--- src/rtl/act_mem_pingpong_ctrl.sv ---
// Layer sequencer and host-access gate for the double-buffered activation memory.
// The engine reads half `cur` and writes half ~cur; the host may only touch the input half while a layer runs.
module act_mem_pingpong_ctrl #(
  parameter int ADDR_W = 12,
  parameter int CNT_W  = 8
) (
  input  logic              clk,
  input  logic              reset,
  input  logic              cfg_valid,
  output logic              cfg_ready,
  input  logic [ADDR_W-2:0] cfg_in_base,
  input  logic [ADDR_W-2:0] cfg_out_base,
  input  logic              cfg_swap,
  input  logic              cfg_last,
  input  logic              abort,
  output logic              eng_start,
  input  logic              eng_done,
  output logic [ADDR_W-1:0] input_memory_pointer,
  output logic [ADDR_W-1:0] output_memory_pointer,
  output logic              busy,
  output logic              seq_done,
  output logic [CNT_W-1:0]  layer_cnt,
  input  logic              ext_req,
  input  logic              ext_we,
  input  logic [ADDR_W-1:0] ext_addr,
  output logic              ext_gnt,
  output logic              rd_en_ext,
  output logic              wr_en_ext,
  output logic [1:0]        state_dbg
);

  // Descriptor handshake: a descriptor transfers on any cycle where cfg_valid && cfg_ready;
  // cfg_ready is high only in IDLE and does not depend on cfg_valid.
  typedef enum logic [1:0] {
    IDLE  = 2'd0,
    START = 2'd1,
    RUN   = 2'd2
  } state_t;

  state_t            state, state_nxt;
  logic              cur;
  logic [ADDR_W-2:0] in_base_q, out_base_q;
  logic              swap_q, last_q;
  logic [CNT_W-1:0]  cnt_q;
  logic              seq_done_q;
  logic              accept, layer_end;

  always_comb begin
    state_nxt = state;
    cfg_ready = 1'b0;
    eng_start = 1'b0;
    busy      = 1'b0;
    accept    = 1'b0;
    layer_end = 1'b0;
    case (state)
      IDLE: begin
        cfg_ready = 1'b1;
        if (cfg_valid) begin
          accept    = 1'b1;
          state_nxt = START;
        end
      end
      START: begin
        eng_start = 1'b1;
        busy      = 1'b1;
        state_nxt = abort ? IDLE : RUN;
      end
      RUN: begin
        busy = 1'b1;
        // abort takes priority: the cancelled layer neither swaps nor counts
        if (abort) begin
          state_nxt = IDLE;
        end else if (eng_done) begin
          layer_end = 1'b1;
          state_nxt = IDLE;
        end
      end
      default: state_nxt = IDLE;
    endcase
  end

  always_ff @(posedge clk or posedge reset) begin
    if (reset) begin
      state      <= IDLE;
      cur        <= 1'b0;
      in_base_q  <= '0;
      out_base_q <= '0;
      swap_q     <= 1'b0;
      last_q     <= 1'b0;
      cnt_q      <= '0;
      seq_done_q <= 1'b0;
    end else begin
      state      <= state_nxt;
      seq_done_q <= layer_end & last_q;
      if (accept) begin
        in_base_q  <= cfg_in_base;
        out_base_q <= cfg_out_base;
        swap_q     <= cfg_swap;
        last_q     <= cfg_last;
      end
      if (layer_end) begin
        if (swap_q) cur <= ~cur;
        cnt_q <= last_q ? '0 : cnt_q + CNT_W'(1);
      end
    end
  end

  // Pointers are pure concatenations of registers, so they only move on accept or swap.
  assign input_memory_pointer  = {cur, in_base_q};
  assign output_memory_pointer = {~cur, out_base_q};
  assign seq_done  = seq_done_q;
  assign layer_cnt = cnt_q;
  assign state_dbg = state;

  // While a layer is in flight the host may only read the input half.
  assign ext_gnt   = ext_req & ((state == IDLE) | (~ext_we & (ext_addr[ADDR_W-1] == cur)));
  assign rd_en_ext = ext_req & ~ext_we & ext_gnt;
  assign wr_en_ext = ext_req & ext_we & ext_gnt;

endmodule
--- config.mk ---
export PLATFORM = sky130hd
export DESIGN_NAME = act_mem_pingpong_ctrl
export DESIGN_NICKNAME = d
export VERILOG_FILES = /design/src/rtl/act_mem_pingpong_ctrl.sv
export SDC_FILE = /design/constraint.sdc
export NUM_CORES = 1
export LEC_CHECK = 0
export BUFFER_PORTS_ARGS = -buffer_cell sky130_fd_sc_hd__buf_2
export CAP_MARGIN = 20
export CORE_ASPECT_RATIO = 0.75
export CORE_MARGIN = 2
export CORE_UTILIZATION = 48
export CTS_CLUSTER_SIZE = 28
export DETAILED_ROUTE_END_ITERATION = 8
export PLACE_DENSITY_LB_ADDON = 0.08
export SYNTH_ARGS = -nofsm -noshare
export SYNTH_HDL_FRONTEND = slang
export SYNTH_SLANG_ARGS = --single-unit
export TNS_END_PERCENT = 30
--- constraint.sdc ---
create_clock -name clk -period 3.4 [get_ports clk]
set_clock_uncertainty 0.2 [all_clocks]
set_input_delay 0.51 -clock clk [delete_from_list [all_inputs] [get_ports clk]]
set_output_delay 0.51 -clock clk [all_outputs]
set_load 0.1 [all_outputs]
# Yosys cells after proc, flatten, opt, wreduce, memory -nomap -nowiden
# Cells that the tools add are included.
# op_classes
mux	14
add_sub_neg	1
n_reduce_logical	4
bitwise	10
n_eq_ne	5
# op_table
cell	n
adder 8 x 1 -> 8 bit (second input constant)	1
two-way mux 1 bit	8
two-way mux 2 bit	4
two-way mux 8 bit	1
AND 1 bit	7
case mux 2 bit (3 select lines)	1
AND reduction 2 bit	2
inequality test 3 bit (second input constant)	1
== test 2 x 1 -> 1 bit (second input constant)	1
== test 2 bit (second input constant)	1
logical NOT 2 bit	1
inequality test 2 bit (second input constant)	1
NOT 1 bit	2
OR reduction 2 bit	1
== test 1 bit	1
bitwise OR 1 bit	1
# word_totals
wordCells	42
reg_bits	36
input_bits	43

# Logic depth before layout (Yosys ltp)
# logic_depth
ltp_word	5
ltp_mapped	6
depth_no_buf	5

# Worst setup path after synthesis
# Ideal clock, no wire load.
# synth_path
path_kind	register -> output
start	register state[1], in the netlist state_dbg[1]
end	output wr_en_ext
n_path_buf	0
stages_incl_launch_ff	4
t_required_ns	2.690
t_arrival_ns	2.786
setup_slack_ns	-0.096
path_cell_list	dfrtp_1 -> inv_1 -> ha_1 -> and3_1
# synth_via
elab_chain_cells	4
# synth_lines
element	line	source
start, declared	40	state_t state, state_nxt;
start signal, assigned	93	state <= state_nxt;
logical NOT 2 bit	116	assign ext_gnt = ext_req & ((state == IDLE) | (~ext_we & (ext_addr[ADDR_W-1] == cur)));
bitwise OR 1 bit	116	
AND 1 bit	116	
AND 1 bit	118	assign wr_en_ext = ext_req & ext_we & ext_gnt;
end, declared	28	output logic wr_en_ext,
# Every way passes these cells.

# Worst setup path after layout
# Same ends and word-level chain as after synthesis.

==> results.md <==
* Syn_nets at 172
* Slew @ Worst Pin at 0.954 ns
* CTS clk-pin slew, worst paths at 0.07 ns
* Synthesis-to-finish area growth at 30.8%
* DP Area at 2000 µm²
* Remaining DRCs at 0
* Met2 global-route usage at 0.291
* Synth Instances at ~120
* Detailed-route wire length per cell at 13.0 µm
* Max-cap violations at 0
* CP max FO at 6
* CTS Buf Count at 5
* R2r setup slk at between 1 and 1.5 ns
* Final worst slack at 1.01 ns
* YS warnings at 0
* Final hold vios at 0
* Synth cell types at 34
* Max Freq at 419 MHz
* Routed WL at about 3100 µm
* Primary FF master, synth: dfrtp_1
* Hold crit path type: input port to asynchronous set/reset pin
* Fraction of layout instances using a drive strength above 1 at 0.540
* Worst r2r src: state_dbg[0]
* Unrepaired setup endpoints after global routing: false
* Synth Register Bits at 36
* Most common cell after layout, fill and taps aside: buf_2
* Fin area at 2090 µm²
* Critical Path Source: state_dbg[1]
* Placer congestion estimate at 0.718
* Final #Nets at ~250
* H-tree levels at 2
* Synth top area share at 0.563
* Outcome: complete, no violations
* GRT met3 Usage at 0.0655
* CP required at 2.69 ns
* TritonCTS Sinks at 36
* Initial antenna violation count at 0
* Top post-synthesis cells by area: dfrtp_1 56%, mux2_2 18%, ha_1 3.9%
* Grt total ovfl at 0
* Die Ht at 54.0 µm
* Async SR Flop Fraction at 1.00
* Commonest non-fill, non-tap cells in the layout: 72 x buf_2, 36 x dfrtp_1, 25 x mux2_2
* Resize count post-CTS at 0
* CTS Hold Bufs at 0
* Worst Path Arrival at 1.68 ns
* Post-CTS Setup Inserts at 0
* Critical path class: register to primary output
* Setup WS pre-CTS at 1.19 ns
* Vias/cell at 5.08
* Post-route ant nets at 0
* Number of global-route vias before repair at around 1100
* Crit path capture type: primary output
* R2R depth at 4
* Die ar. at 3810 µm²
* Met1 GRT Util at 0.190
* Core ar. at 3240 µm²
* First-pass GRT wire length at around 4800 µm
* Longest Clk Path Bufs at 2
* Number of port buffers at 72
* Post-synth top area cell: dfrtp_1
* Row cnt at 18
* Cell area after synthesis at 1600 µm²
* Fill cells at between 200 and 300
* Hpwl dp at roughly 2300 µm
* Worst relative slew slack at 0.362
* Avg Cell Area, Syn at 12.9 µm²
* Die width at 70.6 µm
* Slew Viols, Final at 0
* CTS tree: built
* IO Count at 84
* Post-route minimum period at 2.39 ns
* N_diodes at 0
* First DRT Iteration DRCs at 43
* Worst flop-to-flop path endpoint: in_base_q[6]
* Largest net degree at the start of global routing at 37
* Initial Util at 0.493
* Final setup fails at 0
* Critical Path Start Type: register
* Vias at ~1200
* Skew-Pair Late Insertion Delay at 0.28 ns
* All-Layer GR Usage at 0.167
* GRT Max-Usage Layer: met2
* Sequential area share after synthesis at 0.563
* Clk root buf: clkbuf_8
* Post-synth EDFFs at 0
* First-pass DRT Iterations at 4
* Fin crit share at 0.703
[worst max-delay path by stage]
stage / slack, ns / cells past startpoint / end
floorplan: -0.04 / 3 / ext_gnt
global placement: 1.23 / 4 / in_base_q[1]
detailed placement: 1.19 / 4 / in_base_q[6]
CTS: 1.0 / 4 / wr_en_ext
global route: 0.91 / 4 / wr_en_ext
finish: 1.01 / 4 / wr_en_ext
[cell type report]
class | instances | area (µm²) | area share
Timing Repair Buffer | 73 | 368 | 0.176
Multi-Input combinational cell | 77 | 651 | 0.311
Clock buffer | 7 | 96.3 | 0.0461
Sequential cell | 36 | 901 | 0.431
Inverter | 7 | 26.3 | 0.0126
Tap cell | 40 | 50.0 | 0.0239
[metrics by stage]
stage,utilization,hold slack (ns),TNS (ns),instances
floorplan,-,0.279,-0.0601,124
global placement,0.615,0.281,0,233
detailed placement,0.615,0.288,0,233
CTS,0.645,0.126,0,240
global route,0.645,0.139,0,240
finish,0.645,0.116,0,240
[layer usage]
metal	up-vias	wire [µm]
met5	-	0
met4	0	38
met3	5	247
met2	46	1470
met1	582	1370
li1	586	-
[worst max-delay path: stages (launching register included)]
cell and delay, ns:
dfrtp_1 0.40, inv_1 0.12, ha_1 0.27, and3_2 0.20, buf_2 0.41
[cell usage after synthesis (2+ instances only)]
cell	number
or4_1	2
inv_1	7
nand2_1	8
mux2_2	25
buf_2	3
o21ai_0	3
or3_1	2
nor2_1	2
nor2b_1	2
nand3_1	2
ha_1	5
dfrtp_1	36
o31ai_1	2
a21oi_1	5
[flip-flops by register name, summed over array words and instances (netlist names)]
signal / flops
state_dbg: 2
out_base_q: 11
in_base_q: 11
last_q: 1
layer_cnt: 8
seq_done: 1
swap_q: 1
cur: 1
[kinds of logic after synthesis]
family,count (synthesis),share of synthesized area
AO/OA/AOI/OAI,17,0.0704
XOR/XNOR,2,0.0110
adder cells (fa/ha/maj),5,0.0391
buffers and inverters,11,0.0305
flip-flops,36,0.563
multiplexers,26,0.182
AND/OR/NAND/NOR,27,0.103
Power is not shown: default switching activity piles up to over one toggle a cycle in this logic, so the estimate is an artifact.
